File: src/rtl/stack_unit.sv
// stack_unit: LIFO operand stack for the stack-machine controller.
// Commands are push, pop, tos and push+pop (replace-top). Read data is
// registered, so it appears on dout one cycle after the command, qualified
// by a single-cycle dout_valid pulse. ovf and unf stay set until clr_err.
module stack_unit #(
    parameter int WIDTH = 8,
    parameter int DEPTH = 8,
    localparam int CW = $clog2(DEPTH + 1)
) (
    input  logic             clk,
    input  logic             rst,
    input  logic             push,
    input  logic             pop,
    input  logic             tos,
    input  logic [WIDTH-1:0] din,
    input  logic             clr_err,
    output logic [WIDTH-1:0] dout,
    output logic             dout_valid,
    output logic [CW-1:0]    count,
    output logic             full,
    output logic             empty,
    output logic             ovf,
    output logic             unf
);

    localparam int AW = $clog2(DEPTH);

    logic [WIDTH-1:0] mem [DEPTH];

    logic [AW-1:0] top_idx;
    logic [AW-1:0] wr_idx;
    logic          wr_en;
    logic          rd_en;
    logic          dout_zero;
    logic          cnt_inc;
    logic          cnt_dec;
    logic          ovf_set;
    logic          unf_set;

    assign full    = (count == CW'(DEPTH));
    assign empty   = (count == '0);
    // count-1 only matters when the stack is non-empty, so truncation is safe.
    assign top_idx = AW'(count - CW'(1));

    // Decode the command into storage, pointer, read-out and error actions.
    always_comb begin
        wr_en     = 1'b0;
        wr_idx    = AW'(count);
        rd_en     = 1'b0;
        dout_zero = 1'b0;
        cnt_inc   = 1'b0;
        cnt_dec   = 1'b0;
        ovf_set   = 1'b0;
        unf_set   = 1'b0;
        case ({push, pop})
            2'b10: begin
                if (!full) begin
                    wr_en   = 1'b1;
                    cnt_inc = 1'b1;
                end else begin
                    ovf_set = 1'b1;
                end
            end
            2'b01: begin
                if (!empty) begin
                    rd_en   = 1'b1;
                    cnt_dec = 1'b1;
                end else begin
                    dout_zero = 1'b1;
                    unf_set   = 1'b1;
                end
            end
            2'b11: begin
                if (!empty) begin
                    // Replace-top: old top goes out, din takes its slot.
                    rd_en  = 1'b1;
                    wr_en  = 1'b1;
                    wr_idx = top_idx;
                end else begin
                    wr_en   = 1'b1;
                    cnt_inc = 1'b1;
                end
            end
            default: begin
                if (tos) begin
                    if (!empty) begin
                        rd_en = 1'b1;
                    end else begin
                        dout_zero = 1'b1;
                        unf_set   = 1'b1;
                    end
                end
            end
        endcase
    end

    // Storage array; intentionally not reset, contents are valid once written.
    always_ff @(posedge clk) begin
        if (wr_en) begin
            mem[wr_idx] <= din;
        end
    end

    // Pointer, registered read port and sticky error flags.
    always_ff @(posedge clk or negedge rst) begin
        if (!rst) begin
            count      <= '0;
            dout       <= '0;
            dout_valid <= 1'b0;
            ovf        <= 1'b0;
            unf        <= 1'b0;
        end else begin
            dout_valid <= rd_en;
            if (rd_en) begin
                dout <= mem[top_idx];
            end else if (dout_zero) begin
                dout <= '0;
            end
            if (cnt_inc) begin
                count <= count + CW'(1);
            end else if (cnt_dec) begin
                count <= count - CW'(1);
            end
            // A new error in the same cycle as clr_err keeps the flag set.
            ovf <= ovf_set | (ovf & ~clr_err);
            unf <= unf_set | (unf & ~clr_err);
        end
    end

endmodule

File: config.mk
export PLATFORM = sky130hd
export DESIGN_NAME = stack_unit
export DESIGN_NICKNAME = d
export VERILOG_FILES = /design/src/rtl/stack_unit.sv
export SDC_FILE = /design/constraint.sdc
export NUM_CORES = 1
export LEC_CHECK = 0
export ABC_AREA = 1
export BUFFER_PORTS_ARGS = -buffer_cell sky130_fd_sc_hd__buf_2
export CAP_MARGIN = 20
export CORE_AREA = 2 2 94 96
export DETAILED_ROUTE_END_ITERATION = 16
export DIE_AREA = 0 0 96 98
export PLACE_DENSITY = 0.71
export SYNTH_ARGS = -nofsm -noshare
export SYNTH_HDL_FRONTEND = slang
export SYNTH_SLANG_ARGS = --single-unit
File: constraint.sdc
create_clock -name clk -period 2.4 [get_ports clk]
set_input_delay 0.12 -clock clk [delete_from_list [all_inputs] [get_ports clk]]
set_output_delay 0.12 -clock clk [all_outputs]
set_load 0.1 [all_outputs]
# Word-level counts from Yosys, hierarchy flattened
# Memory sizes are Yosys's and may differ from the RTL's.
# Index checks and enable logic that the tools add are counted.
[totals] ram_bits=64 out_inout_bits=17 n_memories=1 inputBits=14 wordCells=42 register_bits=15
[classes] n_addsub=2 mux=20 n_eq_ne=4 bitwise_logic=5 n_reduce_logical=5
[memory_table] name="mem" words=8 word_bits=8 rd=1 rd_clocked_by_memory_dff=0 wr=1 line="28" rtl="logic [WIDTH-1:0] mem [DEPTH];"
[ops] op="$mux W8" count=2
[ops] op="$mux W1" count=10
[ops] op="$mux W4" count=2
[ops] op="$pmux W1 S2" count=4
[ops] op="$mux W3" count=2
[ops] op="$add A4 B1 Y4 const B" count=1
[ops] op="$eq A2 B2 Y1 const B" count=2
[ops] op="$eq A4 B4 Y1 const B" count=1
[ops] op="$logic_not A4 Y1" count=1
[ops] op="$reduce_bool A2 Y1" count=2
[ops] op="$reduce_or A2 Y1" count=2
[ops] op="$sub A4 B1 Y4 const B" count=1
[ops] op="$and A1 B1 Y1" count=2
[ops] op="$eq A2 B1 Y1 const B" count=1
[ops] op="$or A1 B1 Y1" count=2
[ops] op="$not A1 Y1" count=1

# Logic depth before layout (Yosys ltp)
# Gate-level depths: netlist of the first run.
[depth] word_depth=6 ltp_mapped=12 mapped_depth_nobuf=10

# Worst setup path after synthesis of the first run
# No wires, ideal clock.
[synth_path] path_type="register -> register" startpoint="register count[0]" endpoint="memory mem[3][0], enable pin" setup_time_ps=370 arrival_time_ps=2675 path_stages_with_launch=12 required_time_ps=2030 synth_period_minus_slack_ps=3046 path_slack_ps=-646 n_path_buf=4 cell_sequence="dfrtp_1 buf_6 inv_4 buf_2 ha_1 buf_4 inv_2 buf_4 nand3_1 nand2_1 nand2_1 nor2_1"
[synth_via] elab_chain_cells=5 word_cells_on_any_way=9 cone_classes="1 x add/sub; 1 x eq/ne; 6 x mux; 1 x reduce/logical"
[synth_rtl] element="start, declared" line="19" rtl="output logic [CW-1:0] count,"
[synth_rtl] element="start signal, assigned" line="120" rtl="count <= count + CW'(1);"
[synth_rtl] element="start signal, assigned" line="122" rtl="count <= count - CW'(1);"
[synth_rtl] element="$eq A4 B4 Y1" line="40" rtl="assign full = (count == CW'(DEPTH));"
[synth_rtl] element="$mux W1" line="57" rtl="if (!full) begin"
[synth_rtl] element="$pmux W1 S2" line="55" rtl="case ({push, pop})"
[synth_rtl] element="$mux W1" line="99" rtl="if (wr_en) begin"
[synth_rtl] element="$mux W1 (not written as such)" line="100" rtl="mem[wr_idx] <= din;"
[synth_rtl] element="end, declared" line="28"
# Parallel ways exist; a longest one is shown, timed or not.

# Final worst setup path of the first run
[layout_path] startpoint="register count[1]" endpoint="memory mem[1][7], enable pin"
# Same word-level chain as after synthesis.

==> flow_summary.json, run 1 <==
{
  "synth-seq-cells": 79,
  "gp_congestion": 0.823,
  "mostFrequentLayoutCells": "114 x nand2_1, 67 x nand3_1, 64 x edfxtp_1",
  "finish.net_count": 411,
  "grt_use_total_pct": 17.2,
  "first_element_of_the_critical_path": "count[1]$_DFFE_PN0P_",
  "crit_type": "flip-flop to flip-flop",
  "source_of_the_worst_hold_timing_path": "din[6]",
  "first_global_vias": 2343,
  "rr_startpoint": "count[1]$_DFFE_PN0P_",
  "number_of_fill_cells_in_the_layout": 758,
  "die-width_um": 96,
  "first_iter_violations": 232,
  "detailedPlace.worstSlack_ns": 0.255,
  "path_max_fanout": 10,
  "clock_sinks": 79,
  "min_to": "mem[5][6]$_DFFE_PP_",
  "antenna_violations_before_repair": 0,
  "max_cap_viol_count": 0,
  "core_area_um2": 8470,
  "post-dp-hpwl_um": 5190,
  "synth_area_leaders": "edfxtp_1 53%, nand2_1 12%, dfrtp_1 10%",
  "required_ns": 2.38,
  "min_path_cells": 1,
  "most_common_cell_after_layout_fill_and_taps_aside": "nand2_1",
  "postSynthCellCount": 360,
  "clock_skew_ns": 0.0135,
  "family_of_cells_with_the_greatest_summed_delay_on_the_critical_path": "simple AND/OR/NAND/NOR gates",
  "worst-path-buf-inv": 3,
  "cts.reportedPaths.clkPinSlew_ns": 0.08,
  "synth_cell_type_count": 25,
  "critical_path_arrival_ns": 2.14,
  "postSynthAreaPerCell_um2": 10.0,
  "wire_length_of_the_first_global_routing_pass_um": 12100,
  "unrepaired_setup_endpoints_after_global_routing": "no",
  "period_needed_ns": 2.15,
  "critical_path.startpoint_type": "flip-flop",
  "grt_start_max_net_pins": 39,
  "outcome": "complete, no violations",
  "final_worst_path_cycle_share_pct": 89.8,
  "cts_inserted_buffers": 9,
  "timing.hold.worst.class": "primary input to flip-flop",
  "cts.repair.resized": 0,
  "timing.final.ws_setup_ns": 0.245,
  "crit_path_end_kind": "flip-flop",
  "final.hold.worst_slack_ns": 0.0818,
  "starting_density_of_the_core_pct": 42.6,
  "synth_sequential_area_ratio_pct": 63.8,
  "reg2reg_depth": 10,
  "antenna_cells": 0,
  "worst_slew_pin_slew_ns": 0.498,
  "route.final.wire_length_um": 7440,
  "fin_setup_tns_ns": 0,
  "timing.final.setup_violations": 0,
  "post_synth_instance_area_um2": 3600,
  "global_route.overflow_total": 0,
  "worst_skew_pair.late_latency_ns": 0.35,
  "tritoncts": "done",
  "post_route_cells_drive_above_1_share_pct": 21.3,
  "synth.largest_area_cell": "edfxtp_1",
  "crit_path_max_cell_delay_ns": 0.46,
  "clock_tree.root_cell": "clkbuf_8",
  "drv_slew": 0,
  "finalHoldViolCount": 0,
  "cts_max_level": 3,
  "worstReg2RegEnd": "mem[1][7]$_DFFE_PP_",
  "timing.reg2reg.setup_slack_ns": 0.25,
  "clock_path_buffers": 2,
  "via_count": 2480,
  "crit_path_cell_trace": "inv_1 > ha_1 > inv_1 > nand2_2 > nand2_4 > nand3_2 > nand2_2 > inv_2 > nand2_1 > nor2_2",
  "post-route-drc-count": 0,
  "die_outline_area_um2": 9410,
  "io-pin-count": 31,
  "cpMaxStageDelayCell": "dfrtp_2",
  "timing.max_slew.rel_slack_pct": 67.0,
  "die_h_um": 98,
  "synth.net_count": 376,
  "avgRoutedWirePerCell_um": 14.6,
  "residual_antenna_violating_net_count_after_detailed_routing": 0,
  "drt_pass1_iterations": 4,
  "yosys.area.top_type_share_pct": 53.4,
  "io_buffer_count": 30,
  "area.growth.synth_to_final_pct": 15.2,
  "vias_per_cell": 4.88,
  "ys_warn_count": 0,
  "achievable-frequency_mhz": 464,
  "rows": 34
}
## timing repair
action | 4_1_cts | 5_1_grt
hold endpoints to repair | 17 | 0
hold buffers | 2 | 0
buffers inserted | 0 | 0
## sequential cells by signal (all words and copies together), names as in the netlist
| signal | cells |
|---|---|
| count | 4 |
| mem | 64 |
| ovf | 1 |
| dout | 8 |
| unf | 1 |
| dout_valid | 1 |
## per-stage QoR
stage          cell area (um^2)  cells  util (%)
2_1_floorplan              3670    360         -
5_1_grt                    4150    508      49.0
3_5_place_dp               3900    490      46.1
3_3_place_gp               3900    490      46.1
6_report                   4150    508      49.0
4_1_cts                    4150    508      49.0
## kinds of logic after synthesis
family | count (synthesis) | synth area share (%)
AO/OA/AOI/OAI | 4 | 0.590
XOR/XNOR | 2 | 0.486
adder cells (fa/ha/maj) | 2 | 0.695
buffers and inverters | 60 | 7.47
flip-flops | 79 | 63.8
AND/OR/NAND/NOR | 213 | 27.0
## cells in the mapped netlist
cell type	instances
buf_2	4
buf_4	5
buf_6	2
clkinv_1	1
dfrtp_1	15
edfxtp_1	64
ha_1	2
inv_1	41
inv_2	5
inv_4	2
nand2_1	116
nand2_2	9
nand2_4	2
nand3_1	67
nand3_2	4
nand3_4	1
nand4_1	1
nor2_1	11
nor2_4	1
o21ai_0	2
o21ai_1	1
o22ai_1	1
or2_2	1
xnor2_1	1
xor2_1	1
## worst max path at each step
stage / endpoint / slack [ns] / cells after the start
2_1_floorplan: mem[0][0]$_DFFE_PP_ / -0.04 / 9
3_3_place_gp: mem[1][5]$_DFFE_PP_ / 0.32 / 10
3_5_place_dp: mem[1][1]$_DFFE_PP_ / 0.26 / 10
4_1_cts: mem[1][7]$_DFFE_PP_ / 0.24 / 10
5_1_grt: mem[0][1]$_DFFE_PP_ / 0.11 / 7
6_report: mem[1][7]$_DFFE_PP_ / 0.25 / 10
## cell type report
type                       instances  area (um^2)  area share [%]
multi-input combinational        221         1080            26.0
inverter                          49          194            4.67
timing repair buffer              35          208            5.00
clock buffer                      11          151            3.65
clock inverter                     5         80.1            1.93
sequential                        79         2300            55.5
tap                              108          135            3.25
## per-layer routing
metal	vias to the layer above	routed length, um	global-route usage (%)
met4	0	189	6.48
met5	-	0	0
met3	15	488	4.94
met2	65	3370	25.3
met1	1156	3390	24.1
li1	1244	-	-
Power of run 1 is not shown: default switching activity piles up to over one toggle a cycle in this logic, so the estimate is an artifact.
==> inputs of run 2 (changes only) <==
--- a/config.mk
+++ b/config.mk
@@ -5,12 +5,12 @@
 export SDC_FILE = /design/constraint.sdc
 export NUM_CORES = 1
 export LEC_CHECK = 0
-export ABC_AREA = 1
+export ABC_AREA = 0
 export BUFFER_PORTS_ARGS = -buffer_cell sky130_fd_sc_hd__buf_2
 export CAP_MARGIN = 20
-export CORE_AREA = 2 2 94 96
+export CORE_AREA = 2 2 92 94
 export DETAILED_ROUTE_END_ITERATION = 16
-export DIE_AREA = 0 0 96 98
+export DIE_AREA = 0 0 94 96
 export PLACE_DENSITY = 0.71
 export SYNTH_ARGS = -nofsm -noshare
 export SYNTH_HDL_FRONTEND = slang
==> run 2 against run 1 <==
Critical path depth shrank 4. Via count shrank 24%. Final cell count shrank 32%. Final area shrank 3.6%. Synthesized cell count shrank 44%. First-iteration DRC count shrank 56%. Register-to-register slack lost 0.097 ns. Worst hold slack lost 0.011 ns. Clock-buffer cell count is the same. Setup slack lost 0.097 ns. Critical endpoint is now mem[2][1]$_DFFE_PP_. Highest routed layer unchanged.
==> flow_summary.json, run 2 <==
{
  "outcome": "complete, no violations",
  "timing.final.setup_violations": 0,
  "drt_pass1_iterations": 4,
  "crit_path_max_cell_delay_ns": 0.47,
  "first_iter_violations": 102,
  "critical_path.startpoint_type": "flip-flop",
  "gp_congestion": 0.764,
  "worst_ir_drop_vdd_v": 0.000720,
  "postSynthCellCount": 201,
  "synth.largest_area_cell": "edfxtp_1",
  "starting_density_of_the_core_pct": 42.6,
  "post_layout_total_power_w": 0.00574,
  "synth_sequential_area_ratio_pct": 67.0,
  "post_synth_mux_area_share_pct": 12.0,
  "period_needed_ns": 2.25,
  "timing.hold.worst.class": "primary input to flip-flop",
  "clock_path_buffers": 2,
  "synth_top_family_by_area": "multiplexers",
  "wl_met3_um": 336,
  "synth-seq-cells": 79,
  "final_worst_path_cycle_share_pct": 93.8,
  "required_ns": 2.42,
  "synth.net_count": 217,
  "crit_path_cell_trace": "inv_1 > ha_4 > or3b_4 > and3_4 > mux2i_4 > nor2_4",
  "residual_antenna_violating_net_count_after_detailed_routing": 0,
  "critical_path_arrival_ns": 2.27,
  "avgRoutedWirePerCell_um": 19.3,
  "post-route-drc-count": 0,
  "vias_per_cell": 5.41,
  "synth_area_leaders": "edfxtp_1 56%, dfrtp_1 11%, mux4_2 7.9%",
  "post-dp-hpwl_um": 4460,
  "finalHoldViolCount": 0,
  "first_global_vias": 1804,
  "finalInstanceArea_um2": 4000,
  "number_of_fill_cells_in_the_layout": 696,
  "antenna_violations_before_repair": 0,
  "io_buffer_count": 30,
  "timing.final.ws_setup_ns": 0.149,
  "unrepaired_setup_endpoints_after_global_routing": "no",
  "antenna_cells": 0,
  "detailedPlace.worstSlack_ns": 0.145,
  "most_common_cell_after_layout_fill_and_taps_aside": "edfxtp_1",
  "die_h_um": 96,
  "synth-xor-area-share_pct": 0.766,
  "post_route_cells_drive_above_1_share_pct": 37.2,
  "registers.top_by_ff_count": "mem",
  "clock_tree.root_cell": "clkbuf_8",
  "placed_area_um2": 3780,
  "fin_setup_tns_ns": 0,
  "postSynthAreaPerCell_um2": 17.1,
  "timing.max_slew.rel_slack_pct": 56.1,
  "core_area_um2": 8050,
  "synth-adder-area-share_pct": 0.730,
  "first_element_of_the_critical_path": "count[1]$_DFFE_PN0P_",
  "finish.net_count": 253,
  "ys_warn_count": 0,
  "worst_skew_pair.late_latency_ns": 0.35,
  "min_to": "mem[6][1]$_DFFE_PP_",
  "wire_length_of_the_first_global_routing_pass_um": 10300,
  "wl_met2_um": 3130,
  "clock_skew_ns": 0.00958,
  "tritoncts": "done",
  "source_of_the_worst_hold_timing_path": "din[1]",
  "cts.repair.resized": 0,
  "rows": 33,
  "grt_use_total_pct": 16.4,
  "synth_most_common_cell": "edfxtp_1",
  "crit_type": "flip-flop to flip-flop",
  "yosys.area.top_type_share_pct": 56.0,
  "synth_cell_type_count": 47,
  "worst-path-buf-inv": 1,
  "power.leakage_nw": 1.46,
  "cts_inserted_buffers": 9,
  "synth.cells.most_frequent": "64 x edfxtp_1, 15 x dfrtp_1, 14 x nor2b_1, 13 x nor2_1, 12 x mux4_2",
  "die_outline_area_um2": 9020,
  "path_max_fanout": 8,
  "clock_sinks": 79,
  "power-per-cell-area_nw_per_um2": 1430,
  "drv_slew": 0,
  "reg.largest.list": "mem: 64 flops, dout: 8 flops, count: 4 flops",
  "min_path_cells": 1,
  "achievable-frequency_mhz": 444,
  "synth_async_sr_flop_share_pct": 19.0,
  "synth-simple-area-share_pct": 9.56,
  "area.growth.synth_to_final_pct": 16.7,
  "die-width_um": 94,
  "global_route.overflow_total": 0,
  "max_cap_viol_count": 0,
  "synth_top_flop_cell": "edfxtp_1",
  "cpMaxStageDelayCell": "dfrtp_4",
  "via_count": 1877,
  "family_of_cells_with_the_greatest_summed_delay_on_the_critical_path": "simple AND/OR/NAND/NOR gates",
  "synth_enable_flop_cells": 64,
  "reg2reg_depth": 6,
  "final.hold.worst_slack_ns": 0.0712,
  "wl_met1_um": 3130,
  "highest_layer": "met4",
  "mostFrequentLayoutCells": "64 x edfxtp_1, 30 x buf_2, 14 x nor2b_1",
  "largest_reg_flops": 64,
  "worst_slew_pin_slew_ns": 0.652,
  "cts_max_level": 3,
  "io-pin-count": 31,
  "cts.reportedPaths.clkPinSlew_ns": 0.08,
  "route.final.wire_length_um": 6710,
  "grt_start_max_net_pins": 26,
  "crit_path_end_kind": "flip-flop",
  "timing.reg2reg.setup_slack_ns": 0.15,
  "post_synth_instance_area_um2": 3430,
  "rr_startpoint": "count[1]$_DFFE_PN0P_",
  "synth_compound_gate_area_share_pct": 7.15,
  "worstReg2RegEnd": "mem[2][1]$_DFFE_PP_"
}
==> run 2: cells by family after synthesis <==
kind of cell,after synthesis
AND/OR/NAND/NOR,53
multiplexers,19
flip-flops,79
buffers and inverters,16
adder cells (fa/ha/maj),2
AO/OA/AOI/OAI,29
XOR/XNOR,3
==> run 2: layer usage <==
layer / GRT usage [%] / vias up
met5: 0 / -
met4: 6.52 / 0
met3: 4.15 / 9
met2: 24.0 / 46
met1: 23.6 / 964
li1: - / 858
==> run 2: area by class of cell <==
class | instances | area (um^2) | area share [%]
inverters | 6 | 31.3 | 0.781
clock inverters | 5 | 63.8 | 1.59
well taps | 105 | 131 | 3.28
flip-flops and latches | 79 | 2300 | 57.6
repair buffers | 35 | 190 | 4.75
multi-input cells | 106 | 1130 | 28.2
clock buffers | 11 | 151 | 3.78
==> run 2: timing repair <==
action / 4_1_cts / 5_1_grt
endpoints found under the hold margin: 15 / 0
hold buffers: 1 / 0
setup buffers: 0 / 0
==> run 2: stage by stage <==
step | utilization (%) | instances
2_1_floorplan | - | 201
3_3_place_gp | 46.9 | 330
3_5_place_dp | 46.9 | 330
4_1_cts | 49.7 | 347
5_1_grt | 49.7 | 347
6_report | 49.7 | 347
==> run 2: how the worst max path moves through the flow <==
| stage | slack, ns | cells after the start | endpoint |
|---|---|---|---|
| finish | 0.15 | 6 | mem[2][1]$_DFFE_PP_ |
| global route | 0.05 | 6 | mem[0][0]$_DFFE_PP_ |
| CTS | 0.14 | 6 | mem[0][4]$_DFFE_PP_ |
| detailed placement | 0.14 | 6 | mem[0][7]$_DFFE_PP_ |
| global placement | 0.20 | 6 | mem[0][6]$_DFFE_PP_ |
| floorplan | -0.15 | 8 | mem[7][0]$_DFFE_PP_ |
==> run 2: report_power, final <==
| part | leakage (nW) | internal (W) | switching, W | total (W) |
|---|---|---|---|---|
| clock | 0.107 | 0.000546 | 0.000495 | 0.00104 |
| sequential | 0.762 | 0.00179 | 0.000124 | 0.00192 |
| combinational | 0.590 | 0.000975 | 0.00181 | 0.00278 |
(Power assumes the default switching activity.)
